`config.mk`:
```
export PLATFORM = sky130hd
export DESIGN_NAME = line_bit_reader
export DESIGN_NICKNAME = d
export VERILOG_FILES = /design/src/rtl/line_reader_pkg.sv /design/src/rtl/line_bit_shifter.sv /design/src/rtl/line_bit_reader.sv
export SDC_FILE = /design/constraint.sdc
export NUM_CORES = 1
export LEC_CHECK = 0
export BUFFER_PORTS_ARGS = -buffer_cell sky130_fd_sc_hd__buf_2
export CAP_MARGIN = 10
export CORE_MARGIN = 2
export CORE_UTILIZATION = 35
export DETAILED_ROUTE_END_ITERATION = 8
export HOLD_SLACK_MARGIN = 0.15
export REMOVE_ABC_BUFFERS = 1
export SLEW_MARGIN = 25
export SYNTH_ARGS = -nofsm -noshare
export SYNTH_HDL_FRONTEND = slang
export SYNTH_SLANG_ARGS = --single-unit
```
`constraint.sdc`:
```
create_clock -name CLK -period 3.7 [get_ports CLK]
set_input_delay 0.37 -clock CLK [delete_from_list [all_inputs] [get_ports CLK]]
set_output_delay 0.37 -clock CLK [all_outputs]
set_load 0.005 [all_outputs]
```
`src/rtl/line_reader_pkg.sv`:
```
// Shared types and default sizing for the line bit reader.
package line_reader_pkg;

    typedef enum logic [1:0] {
        IDLE  = 2'd0,
        LOAD  = 2'd1,
        SHIFT = 2'd2,
        GAP   = 2'd3
    } state_t;

    localparam int LEN_W_DEF      = 15;
    localparam int GAP_CYCLES_DEF = 4;

endpackage

```
`src/rtl/line_bit_shifter.sv`:
```
// Byte serialiser: 8-bit load/shift register with a bit counter.
// Bit order selected by LINE_BIT_READER_LSB_FIRST_EN (default MSB-first).
module line_bit_shifter (
    input  logic       clk,
    input  logic       rst,
    input  logic       load,
    input  logic [7:0] data,
    input  logic       shift_en,
    output logic       data_bit,
    output logic       first_bit,
    output logic       last_bit
);

    logic [7:0] shreg;
    logic [2:0] bit_cnt;

    // A load wins over a shift so a byte-boundary reload restarts the counter.
    always_ff @(posedge clk or posedge rst) begin
        if (rst) begin
            shreg   <= 8'h00;
            bit_cnt <= 3'd0;
        end else if (load) begin
            shreg   <= data;
            bit_cnt <= 3'd0;
        end else if (shift_en) begin
`ifdef LINE_BIT_READER_LSB_FIRST_EN
            shreg   <= {1'b0, shreg[7:1]};
`else
            shreg   <= {shreg[6:0], 1'b0};
`endif
            bit_cnt <= bit_cnt + 3'd1;
        end
    end

`ifdef LINE_BIT_READER_LSB_FIRST_EN
    assign data_bit = shreg[0];
`else
    assign data_bit = shreg[7];
`endif

    assign first_bit = (bit_cnt == 3'd0);
    assign last_bit  = (bit_cnt == 3'd7);

endmodule

```
`src/rtl/line_bit_reader.sv`:
```
// Pulls one line of bytes from an FWFT FIFO and serialises it with SOL/EOL framing.
// Optional LSB-first order via LINE_BIT_READER_LSB_FIRST_EN (see line_bit_shifter).
module line_bit_reader
    import line_reader_pkg::*;
#(
    parameter int LEN_W      = LEN_W_DEF,
    parameter int GAP_CYCLES = GAP_CYCLES_DEF
) (
    input  logic             CLK,
    input  logic             RST,
    input  logic             START,
    input  logic [LEN_W-1:0] LINE_LEN,
    input  logic [7:0]       FIFO_DOUT,
    input  logic             FIFO_EMPTY,
    output logic             FIFO_RD_EN,
    output logic             BIT_OUT,
    output logic             BIT_VALID,
    input  logic             BIT_READY,
    output logic             SOL,
    output logic             EOL,
    output logic             BUSY,
    output logic             LINE_DONE,
    output logic             STARVE,
    input  logic             STARVE_CLR
);

    localparam int GAP_W = $clog2(GAP_CYCLES + 2);
    localparam logic [GAP_W-1:0] GAP_LAST = GAP_W'((GAP_CYCLES > 0) ? GAP_CYCLES - 1 : 0);

    state_t           state;
    logic [LEN_W-1:0] len;
    logic [LEN_W-1:0] byte_cnt;
    logic [GAP_W-1:0] gap_cnt;
    logic             line_done;
    logic             starve;

    logic in_shift, handshake, last_byte, byte_end, reload, starve_set;
    logic data_bit, first_bit, last_bit;

    assign in_shift   = (state == SHIFT);
    assign handshake  = in_shift && BIT_READY;
    assign last_byte  = (byte_cnt == len - LEN_W'(1));
    assign byte_end   = handshake && last_bit;
    assign reload     = byte_end && !last_byte && !FIFO_EMPTY;
    assign starve_set = (state == LOAD) && FIFO_EMPTY && (byte_cnt != '0);

    // Pop only when a word is present: either the initial fetch or a zero-bubble reload.
    assign FIFO_RD_EN = ((state == LOAD) && !FIFO_EMPTY) || reload;

    line_bit_shifter u_shifter (
        .clk       (CLK),
        .rst       (RST),
        .load      (FIFO_RD_EN),
        .data      (FIFO_DOUT),
        .shift_en  (handshake),
        .data_bit  (data_bit),
        .first_bit (first_bit),
        .last_bit  (last_bit)
    );

    assign BIT_VALID = in_shift;
    assign BIT_OUT   = in_shift && data_bit;
    assign SOL       = in_shift && first_bit && (byte_cnt == '0);
    assign EOL       = in_shift && last_bit && last_byte;
    assign BUSY      = (state != IDLE);
    assign LINE_DONE = line_done;
    assign STARVE    = starve;

    always_ff @(posedge CLK or posedge RST) begin
        if (RST) begin
            state     <= IDLE;
            len       <= '0;
            byte_cnt  <= '0;
            gap_cnt   <= '0;
            line_done <= 1'b0;
            starve    <= 1'b0;
        end else begin
            line_done <= 1'b0;
            if (starve_set)
                starve <= 1'b1;
            else if (STARVE_CLR)
                starve <= 1'b0;

            case (state)
                IDLE: begin
                    if (START && (LINE_LEN != '0)) begin
                        len      <= LINE_LEN;
                        byte_cnt <= '0;
                        state    <= LOAD;
                    end
                end
                LOAD: begin
                    if (!FIFO_EMPTY)
                        state <= SHIFT;
                end
                SHIFT: begin
                    if (byte_end) begin
                        if (last_byte) begin
                            gap_cnt <= '0;
                            if (GAP_CYCLES == 0) begin
                                state     <= IDLE;
                                line_done <= 1'b1;
                            end else begin
                                state <= GAP;
                            end
                        end else begin
                            byte_cnt <= byte_cnt + LEN_W'(1);
                            if (FIFO_EMPTY)
                                state <= LOAD;
                        end
                    end
                end
                GAP: begin
                    if (gap_cnt == GAP_LAST) begin
                        state     <= IDLE;
                        line_done <= 1'b1;
                    end else begin
                        gap_cnt <= gap_cnt + GAP_W'(1);
                    end
                end
                default: state <= IDLE;
            endcase
        end
    end

endmodule

```
Word level (Yosys, flattened, before mapping)

Cells that the tools add are included.

Bits in registers: 48
Output and inout port bits: 8
Input port bits: 29
Logic and storage cells: 79

Reduce and logical (&&, ||, !) cells: 30
Multiplexer cells: 23
Add/sub/neg operators: 4
Eq/ne operators: 14

Operators by type and width:

| cell                                                   | number |
|---|---|
| two-way mux 15 bit                                     | 3 |
| one-hot mux 15 bit (2 select lines)                    | 1 |
| nonzero test 15 bit                                    | 2 |
| two-way mux 8 bit                                      | 2 |
| adder 15 x 1 -> 15 bit (second input constant)         | 1 |
| equality test 15 bit                                   | 1 |
| logical NOT 15 bit                                     | 1 |
| two-way mux 3 bit                                      | 5 |
| subtractor 15 x 1 -> 15 bit (second input constant)    | 1 |
| logical AND 1 bit                                      | 13 |
| two-way mux 2 bit                                      | 6 |
| inequality test 2 bit (second input constant)          | 5 |
| nonzero test 2 bit                                     | 5 |
| one-hot mux 2 bit (4 select lines)                     | 1 |
| AND reduction 4 bit                                    | 2 |
| adder 3 x 1 -> 3 bit (second input constant)           | 2 |
| one-hot mux 3 bit (2 select lines)                     | 1 |
| AND reduction 5 bit                                    | 1 |
| equality test 2 bit (second input constant)            | 2 |
| two-way mux 1 bit                                      | 4 |
| inequality test 2 x 1 -> 1 bit (second input constant) | 2 |
| equality test 3 x 2 -> 1 bit (second input constant)   | 1 |
| equality test 3 bit (second input constant)            | 1 |
| logical NOT 3 bit                                      | 1 |
| other kinds (6)                                        | 7 |

Longest topological paths before layout

Gate-level depths: netlist of the first run.

Depth after elaboration: 7
Mapped depth: 12
Gate-level depth less buffers: 10

Modules after synthesis

Synthesis of the first run repeated with hierarchy kept, for this count alone.

Cell total of the unflattened synthesis: 361
Area total of the unflattened synthesis: 3146.8 µm²

Modules (own cells, without submodules):

| module           | times used | area each (µm²) | cells each | seq. area each (µm²) |
|---|---|---|---|---|
| line_bit_reader  | 1          | 2606.2          | 310        | 925.9 |
| line_bit_shifter | 1          | 540.5           | 51         | 275.3 |

Worst setup path before layout of the first run

OpenSTA, ideal clock, no wires.

Kind: register to register
Start point: register len[2]
End point: register u_shifter.shreg[1]
Buffers on the path: 2
Setup time: 0.125 ns
Stages on the path, launching flop included: 11
Period minus slack after synthesis: 2.777 ns
Required time: 3.575 ns
Data arrival time: 2.652 ns
Slack: 0.923 ns
Cell sequence: dfrtp_1 > or4_1 > o31ai_1 > and3b_1 > nand4_1 > nor4_4 > nand2b_1 > buf_4 > a21oi_2 > buf_6 > mux2_4

Longest elaborated chain between the ends: 7
Elaborated cells between the ends (all ways): 8
Those cells by class: 1 x add/sub; 1 x eq/ne; 1 x mux; 5 x reduce/logical

Ends and longest elaborated chain:

| what                                                    | line                   | RTL |
|---|---|---|
| start: declaration                                      | line_bit_reader.sv:31  | `logic [LEN_W-1:0] len;` |
| start signal: assignment                                | line_bit_reader.sv:72  | `len <= '0;` |
| start signal: assignment                                | line_bit_reader.sv:87  | `len <= LINE_LEN;` |
| subtractor 15 x 1 -> 15 bit (*)                         | line_bit_reader.sv:42  | `assign last_byte = (byte_cnt == len - LEN_W'(1));` |
| equality test 15 bit (*)                                | line_bit_reader.sv:42  |  |
| logical NOT 1 bit (*)                                   | line_bit_reader.sv:44  | `assign reload = byte_end && !last_byte && !FIFO_EMPTY;` |
| logical AND 1 bit (*) (2 in a row)                      | line_bit_reader.sv:44  |  |
| logical OR 1 bit (*)                                    | line_bit_reader.sv:48  | `assign FIFO_RD_EN = ((state == LOAD) && !FIFO_EMPTY) \|\| reload;` |
| named net FIFO_RD_EN                                    | line_bit_reader.sv:15  | `output logic FIFO_RD_EN,` |
| two-way mux 8 bit or nonzero test 2 bit (tied branches) | n/a                    |  |
| end signal: assignment                                  | line_bit_shifter.sv:23 | `shreg <= data;` |
| end signal: assignment                                  | line_bit_shifter.sv:29 | `shreg <= {shreg[6:0], 1'b0};` |
| end: declaration                                        | line_bit_shifter.sv:14 | `logic [7:0] shreg;` |

The timed path passes the listed nets; every way through them passes the cells marked *.
A chain may end at the register's enable or synchronous reset.

Final worst setup path of the first run

Start point: register len[2]
End point: output port FIFO_RD_EN

Longest elaborated chain between the ends: 6

Ends and longest elaborated chain:

| what                           | line |
|---|---|
| subtractor 15 x 1 -> 15 bit    | line_bit_reader.sv:42 |
| equality test 15 bit           | line_bit_reader.sv:42 |
| logical NOT 1 bit              | line_bit_reader.sv:44 |
| logical AND 1 bit (2 in a row) | line_bit_reader.sv:44 |
| logical OR 1 bit               | line_bit_reader.sv:48 |
| end: declaration               | line_bit_reader.sv:15 |

No other way between the ends.

==> results.cfg, run 1 <==
[outcome]
status = finished, final reports clean

[power_and_ir_drop]
switchingPower_uw = 829
p_clk_frac = 0.175
powerDensity_nw_per_um2 = 657
combPwrFrac = 0.415
p_seq_frac = 0.410
sw_frac_of_total = 0.381
p_leak_nw = 1.53
vdd_ir_drop_max_uv = 278
intPower_mw = 1.35

[worst_setup_path]
slowest_stage = or4_1
timing.critical_path.mode_cell = nor4_1
worst-setup-path-type = register to primary output
required_ns = 3.33
crit_fanout = 10
worstPathCellList = or4_1 > nor4_1 > nor4_1 > o22ai_1 > nor4_4 > nand2b_1 > a21oi_2 > buf_2
reg2reg_depth = 9
start_kind = register
crit_path_end_kind = primary output
max_stage_delay_ns = 0.63
cp.arrival_ns = 3.06

[global_route]
grt_pass1_wl_um = 11300
antenna_found_initial = 0
grt_max_degree = 49
use_met1 = 0.209
grt.busiest_layer = met2
met3_usage = 0.0403
first_global_vias = 2382
grt_use_total = 0.158
grt.overflow.total = 0
use_met2 = 0.261

[sta]
setup_viol = 0
rsz0062_at_grt = no
worstMarginPinSlew_ns = 0.606
setup_tns_ns = 0
timing.final.crit_share = 0.927
max_slew_margin = 0.596
finalHoldViolCount = 0
fin_crit_ns = 3.43
fmax_mhz = 291
slew_violations = 0
clock_skew_ns = 0.00816

[clock_tree]
cts_buffers = 5
clk_pin_slew_ns = 0.09
post_cts_resize_count = 0
cts_hold_buf = 0
clock_latency_ns = 0.31
cts_tree = built
cts_num_sinks = 48
h-tree-depth = 2
postCtsSetupRepairBufs = 0
clock_path_buffers = 2
root_buffer = clkbuf_8

[logic_synthesis]
seq_area_frac_synth = 0.410
synth_top_area_frac = 0.410
ys_top_cells_by_area = dfrtp_1 41%, nand2_1 7.3%, xnor2_1 6.9%
synth_cells = 327
syn-mean-instance-area_sq_um = 8.95
netlist_area_sq_um = 2930
synth_top_flop_cell = dfrtp_1
yosys_warnings = 0
synth_edf_count = 0
synthArstFlopShare = 1.00
ys_ff_latch = 48
synth_area_leader_cell = dfrtp_1
synthDistinctLibCells = 52

[cells_and_area]
antenna_cells = 0
fin_util = 0.405
syn2layout_area_growth_pct = 13.1
ff_latch_area_sq_um = 1200
drive_above_1_share = 0.197
fin_cells = 466
postLayoutCellArea_sq_um = 3310
nNetsFinal = 397
fillers = 838
multi_input_area_sq_um = 1590

[detailed_routing]
antenna_left = 0
routedWlPerCell_um = 14.2
first_pass_iters = 4
routed_via_density = 5.19
drtIter0Drc = 169
post-route-drc-count = 0
vias = 2419
drt_wl_total_um = 6600

[placement]
place_area_sq_um = 3200
port_buffers = 36
globalplace.congestion = 0.858
place_inst = 458
hpwl_um = 4680

[floorplan]
die_w_um = 95.4
start_util = 0.358
io_pins = 37
rows = 33
core_sq_um = 8180
dieArea_sq_um = 9110
fp.dieH_um = 95.4

[run]
cap_violations = 0

[worst_hold_path]
hold_path_class = input pin to async pin
[cell usage in the layout, fill, tap and decap left out, types with 3 or more instances in the layout]
master,count
nand2_1,57
dfrtp_1,48
buf_2,36
xnor2_1,23
nor2_1,22
inv_1,17
nor4_1,13
a21oi_1,13
nand3_1,12
o21ai_0,11
mux2_2,9
ha_1,8
nor3_1,6
nand4_1,6
and3_1,6
mux2_4,5
clkbuf_8,5
nand2b_1,4
buf_4,4
or2_2,3
and2_1,3
a211oi_1,3
o21a_1,3
a31oi_1,3
or3_1,3
xor2_1,3
o31ai_1,3
[cells in the mapped netlist (2+ instances only)]
master / n
mux2_2: 9
or3_1: 3
nor3_1: 6
clkbuf_1: 10
or2_2: 3
xor2_1: 3
a21oi_1: 13
dfrtp_1: 48
nand2_1: 57
o31ai_1: 3
a31oi_1: 3
nand2b_1: 4
inv_1: 18
mux2i_1: 2
o21a_1: 3
nand3_1: 12
xnor2_1: 23
buf_6: 2
o21ai_0: 11
nor4_1: 13
a22o_1: 2
mux2_4: 5
a41o_1: 2
ha_1: 8
and3_1: 6
nand4_1: 6
nor2_1: 23
and2_1: 3
a211oi_1: 3
[power groups by stage]
stage / registers (mW) / logic, mW / clock network [mW]
2_1_floorplan: 0.839 / 0.721 / 0
3_3_place_gp: 0.899 / 0.891 / 0
3_5_place_dp: 0.899 / 0.906 / 0
4_1_cts: 0.891 / 0.913 / 0.394
5_1_grt: 0.925 / 1.02 / 0.424
6_report: 0.891 / 0.904 / 0.381
[critical path: cells and delay by family, from the launching register on]
| kind | cells | cell delay [ns] |
|---|---|---|
| buffers and inverters | 1 | 0.20 |
| AND/OR/NAND/NOR | 5 | 1.40 |
| AO/OA/AOI/OAI | 2 | 0.72 |
| flip-flops | 1 | 0.45 |
[registers in the layout (all words and copies together), names as in the netlist]
register and flops:
STARVE 1, byte_cnt 15, len 15, u_shifter.bit_cnt 3, gap_cnt 3, state 2
u_shifter.shreg 8, LINE_DONE 1
[final cells by class]
class / count / share of cell area
Multi-Input combinational cell: 247 / 0.480
Sequential cell: 48 / 0.363
Timing Repair Buffer: 40 / 0.0635
Tap cell: 105 / 0.0397
Clock buffer: 6 / 0.0219
Inverter: 18 / 0.0212
Clock inverter: 2 / 0.0106
[final timing paths]
check | startpoint | to | slack, ns
max in group asynchronous | RST | len[9]$_DFFE_PP0P_ | 3.15
setup / recovery | len[2]$_DFFE_PP0P_ | FIFO_RD_EN | 0.27
hold reg to reg | gap_cnt[2]$_DFFE_PP0P_ | gap_cnt[2]$_DFFE_PP0P_ | 0.52
min in group CLK | STARVE_CLR | STARVE$_DFFE_PP0P_ | 0.23
hold / removal | RST | u_shifter.shreg[4]$_DFFE_PP0P_ | 0.13
setup reg to reg | len[2]$_DFFE_PP0P_ | u_shifter.shreg[2]$_DFFE_PP0P_ | 0.50
[metal layers]
metal  vias up  part of all wire
met1      1147              0.48
met3         7             0.045
met2        56              0.47
li1       1209                 -
met4         0            0.0077
met5         -                 0
[stage by stage]
stage	hold slack, ns	setup slack [ns]	power (mW)
floorplan	0.466	0.667	1.56
global route	0.185	0.0368	2.37
finish	0.131	0.269	2.18
global placement	0.490	0.579	1.79
CTS	0.158	0.260	2.20
detailed placement	0.500	0.522	1.80
[kinds of logic after synthesis]
logic type               after synthesis  synth area share
AND/OR/NAND/NOR                      145             0.245
AO/OA/AOI/OAI                         52             0.118
flip-flops                            48             0.410
buffers and inverters                 32            0.0475
XOR/XNOR                              26            0.0778
multiplexers                          16            0.0671
adder cells (fa/ha/maj)                8            0.0342
Note: power is estimated with default switching activity, not from simulation.
==> run 2, diff against run 1 <==
clock period = 3.4 ns   (was 3.7 ns; I/O delays follow)
==> run 2 against run 1 <==
  * Sequential power increased by 9.5%
  * Critical path depth unchanged
  * Core utilization about the same
  * Flip-flop and latch count unchanged
  * Critical path type unchanged
  * First-iteration DRC count decreased by 47%
  * Setup slack got worse by 0.089 ns
  * Power increased by 7.0%
  * Global-route usage decreased by 0.070 points
  * Die area unchanged
  * Highest routed layer unchanged
  * Critical endpoint is now EOL
  * Clock skew decreased by 0.0042 ns
  * Combinational power increased by 9.6%
==> results.cfg, run 2 (synthesis gave the netlist of run 1 again) <==
[floorplan]
io_pins = 37
core_sq_um = 8180
rows = 33
dieArea_sq_um = 9110
die_w_um = 95.4
fp.dieH_um = 95.4
start_util = 0.358

[global_route]
grt.overflow.total = 0
first_global_vias = 2333
grt_use_total = 0.157
antenna_found_initial = 0
grt_pass1_wl_um = 11100
grt_max_degree = 49

[cells_and_area]
antenna_cells = 0
top_regs = byte_cnt x15, len x15, u_shifter.shreg x8
nNetsFinal = 398
multi_input_area_sq_um = 1600
drive_above_1_share = 0.202
final_cell_mix = 57 x nand2_1, 48 x dfrtp_1, 36 x buf_2
final_common_cell = nand2_1
fin_util = 0.405
syn2layout_area_growth_pct = 13.1
fin_cells = 467
fillers = 851
ff_latch_area_sq_um = 1200

[sta]
setup_tns_ns = 0
setup_viol = 0
timing.final.crit_share = 0.947
fmax_mhz = 311
fin_crit_ns = 3.22
max_slew_margin = 0.601
finalHoldViolCount = 0
worstMarginPinSlew_ns = 0.598
rsz0062_at_grt = no
slew_violations = 0
clock_skew_ns = 0.00396

[worst_setup_path]
r2r_slack_ns = 0.44
cp.arrival_ns = 2.88
required_ns = 3.06
worst-setup-path-type = register to primary output
start_kind = register
crit_fanout = 14
crit_path_end_kind = primary output

[detailed_routing]
antenna_left = 0
routedWlPerCell_um = 14.2
post-route-drc-count = 0
drt_wl_total_um = 6620
routed_via_density = 5.21
vias = 2431
drtIter0Drc = 90
first_pass_iters = 4

[placement]
place_inst = 458
globalplace.congestion = 0.845
port_buffers = 36
hpwl_um = 4750

[power_and_ir_drop]
intPower_mw = 1.40
vdd_ir_drop_max_uv = 333
powerDensity_nw_per_um2 = 703
switchingPower_uw = 924
p_leak_nw = 1.53
p_clk_frac = 0.155
sw_frac_of_total = 0.397
p_seq_frac = 0.419
combPwrFrac = 0.426

[outcome]
status = finished, final reports clean

[run]
cap_violations = 0

[clock_tree]
cts_tree = built
root_buffer = clkbuf_8
clk_pin_slew_ns = 0.09
cts_num_sinks = 48
clock_latency_ns = 0.31
h-tree-depth = 2
clock_path_buffers = 2
postCtsSetupRepairBufs = 0
cts_buffers = 5

[worst_hold_path]
hold_path_class = input pin to register
[run 2: metal layers]
layer / vias to the layer above / wire (um) / part of all wire / global-route usage
met3: 10 / 285 / 0.043 / 0.0285
li1: 1215 / - / - / -
met1: 1148 / 3180 / 0.48 / 0.209
met4: 0 / 85 / 0.013 / 0.0536
met2: 58 / 3070 / 0.46 / 0.259
met5: - / 0 / 0 / 0
[run 2: path summary, 6_finish.rpt]
kind,depth (start not counted),startpoint,endpoint
worst max register to register,9,len[2]$_DFFE_PP0P_,u_shifter.shreg[6]$_DFFE_PP0P_
max in group asynchronous,3,RST,byte_cnt[11]$_DFFE_PP0P_
worst min register to register,2,gap_cnt[2]$_DFFE_PP0P_,gap_cnt[2]$_DFFE_PP0P_
min in group asynchronous,3,RST,byte_cnt[1]$_DFFE_PP0P_
worst min-delay path,2,STARVE_CLR,STARVE$_DFFE_PP0P_
worst max-delay path,8,len[2]$_DFFE_PP0P_,EOL
[run 2: area by class of cell]
class                           count  share of cell area
Multi-Input combinational cell    247               0.482
Inverter                           18              0.0212
Sequential cell                    48               0.363
Timing Repair Buffer               41              0.0665
Clock inverter                      2             0.00302
Clock buffer                        6              0.0249
Tap cell                          105              0.0397
[run 2: repair_timing]
| action | CTS | global route |
|---|---|---|
| hold endpoints to repair | 48 | 0 |
| gates resized for setup | 0 | 1 |
| hold buffers | 1 | 0 |
| setup endpoints to repair | 0 | 2 |
[run 2: worst max-delay path, cell delays in order, from the launching register on]
cell and delay (ns):
dfrtp_1 0.46, or4_1 0.63, o31ai_1 0.28, and3b_1 0.20
nand4_1 0.15, nor4_4 0.33, buf_4 0.25, and3_1 0.17
buf_2 0.11
[run 2: power by group through the flow]
stage | registers, mW | clock network, mW | logic, mW
6_report | 0.976 | 0.360 | 0.991
3_3_place_gp | 0.972 | 0 | 0.963
3_5_place_dp | 0.976 | 0 | 0.985
2_1_floorplan | 0.913 | 0 | 0.784
4_1_cts | 0.966 | 0.371 | 0.994
5_1_grt | 1.01 | 0.395 | 1.11
[run 2: per-stage QoR]
step           power (mW)  worst slack [ns]  hold slack [ns]  area (sq um)
5_1_grt              2.52            0.0407            0.219          3310
3_5_place_dp         1.96             0.354            0.466          3200
6_report             2.33             0.180            0.212          3310
3_3_place_gp         1.94             0.498            0.502          3200
2_1_floorplan        1.70             0.367            0.436          2860
4_1_cts              2.33             0.142            0.201          3300
==> run 3, diff against run 2 <==
BUFFER_PORTS_ARGS = -buffer_cell sky130_fd_sc_hd__clkbuf_2   (was -buffer_cell sky130_fd_sc_hd__buf_2)
SLEW_MARGIN = 10   (was 25)
==> run 3 against run 2 <==
  * Cell area decreased by 0.23%
  * Critical endpoint is now FIFO_RD_EN
  * Critical path type unchanged
  * Wire length grew 2.1%
  * Largest cell class unchanged
  * Flip-flop and latch count did not move
  * Via count shrank 2.0%
  * Core utilization fell by 0.092 points
==> results.cfg, run 3 (synthesis gave the netlist of run 1 again) <==
[worst_setup_path]
r2r_start = len[2]$_DFFE_PP0P_
r2r_slack_ns = 0.48
crit_fanout = 12
required_ns = 3.06
worst-setup-path-type = register to primary output
cp-startpoint = len[2]$_DFFE_PP0P_
crit_path_end_kind = primary output
reg2reg_depth = 9
start_kind = register
worst_r2r_endpoint = byte_cnt[13]$_DFFE_PP0P_
cp.arrival_ns = 2.90

[sta]
worstMarginPinSlew_ns = 1.12
clock_skew_ns = 0.00852
setup_tns_ns = 0
fin_crit_ns = 3.24
fmax_mhz = 309
max_slew_margin = 0.252
timing.hold.ws_ns = 0.213
setup_viol = 0
finalHoldViolCount = 0
rsz0062_at_grt = no
slew_violations = 0
timing.final.crit_share = 0.953

[power_and_ir_drop]
p_leak_nw = 1.53
vdd_ir_drop_max_uv = 312
powerDensity_nw_per_um2 = 698

[detailed_routing]
first_pass_iters = 4
vias = 2383
antenna_left = 0
drtIter0Drc = 131
routed_via_density = 5.10
drt_wl_total_um = 6760
routedWlPerCell_um = 14.5
post-route-drc-count = 0

[worst_hold_path]
hp-start = STARVE_CLR
hold_path_class = input pin to register
hold_path_depth = 2
whs_endpoint = STARVE$_DFFE_PP0P_

[global_route]
grt.overflow.total = 0
grt_pass1_wl_um = 11500
grt_max_degree = 49
grt_use_total = 0.161
first_global_vias = 2357
antenna_found_initial = 0

[clock_tree]
postCtsSetupRepairBufs = 0
h-tree-depth = 2
cts_hold_buf = 0
clock_latency_ns = 0.30
cts_buffers = 5
cts_num_sinks = 48
cts_tree = built
root_buffer = clkbuf_8
clock_path_buffers = 2
clk_pin_slew_ns = 0.10

[floorplan]
die_w_um = 95.4
io_pins = 37
start_util = 0.358
rows = 33
core_sq_um = 8180
dieArea_sq_um = 9110
fp.dieH_um = 95.4

[cells_and_area]
nNetsFinal = 398
final_cell_mix = 57 x nand2_1, 47 x dfrtp_1, 36 x clkbuf_2
top_regs = byte_cnt x15, len x15, u_shifter.shreg x8
antenna_cells = 0
drive_above_1_share = 0.207
final_common_cell = nand2_1
syn2layout_area_growth_pct = 12.9

[placement]
port_buffers = 36
globalplace.congestion = 0.814
hpwl_um = 4900

[run]
cap_violations = 0

[outcome]
status = finished, final reports clean
-- run 3: area by class of cell --
class	count	area [sq um]
fill	828	4870
tap	105	131
multi-input combinational	247	1600
timing repair buffer	41	218
clock buffer	5	68.8
clock inverter	3	18.8
sequential	48	1200
inverter	18	67.6
-- run 3: power breakdown --
group          switching (mW)  leakage [nW]  total, mW  internal [mW]
Sequential              0.214         0.619      0.967          0.752
Combinational           0.495         0.863      0.995          0.500
Clock                   0.200        0.0479      0.344          0.144
Total                   0.909          1.53       2.31           1.40
-- run 3: metal layers --
| layer | GRT usage | part of all wire | up-vias |
|---|---|---|---|
| met5 | 0 | 0 | - |
| met4 | 0.0357 | 0.0096 | 0 |
| met3 | 0.0316 | 0.038 | 7 |
| met2 | 0.265 | 0.46 | 35 |
| met1 | 0.220 | 0.49 | 1130 |
| li1 | - | - | 1211 |
-- run 3: what timing repair did --
action                     CTS  global route
hold endpoints to repair     0             0
setup endpoints to repair    0             1
resized for setup            0             2
-- run 3: worst max-delay path, cell delays in order (launching register included) --
cell      delay (ns)
dfrtp_2         0.46
or4_1           0.61
o31ai_1         0.28
and3b_1         0.20
nand4_1         0.16
nor4_4          0.33
nand2b_4        0.19
a21oi_2         0.05
buf_4           0.19
clkbuf_2        0.13
-- run 3: how the worst max path moves through the flow --
stage	end	slack, ns
3_3_place_gp	FIFO_RD_EN	0.47
6_report	FIFO_RD_EN	0.16
5_1_grt	EOL	0.02
4_1_cts	FIFO_RD_EN	0.14
3_5_place_dp	byte_cnt[14]$_DFFE_PP0P_	0.45
2_1_floorplan	u_shifter.shreg[1]$_DFFE_PP0P_	0.37
-- run 3: per-stage QoR --
step	total power, mW	setup WS, ns	instances	instance area, sq um	util
after floorplan	1.70	0.367	313	2860	-
final	2.31	0.160	467	3300	0.404
after detailed placement	1.98	0.451	459	3210	0.392
after global placement	1.95	0.472	459	3210	0.392
after global routing	2.52	0.0220	467	3300	0.404
after CTS	2.33	0.135	467	3290	0.403
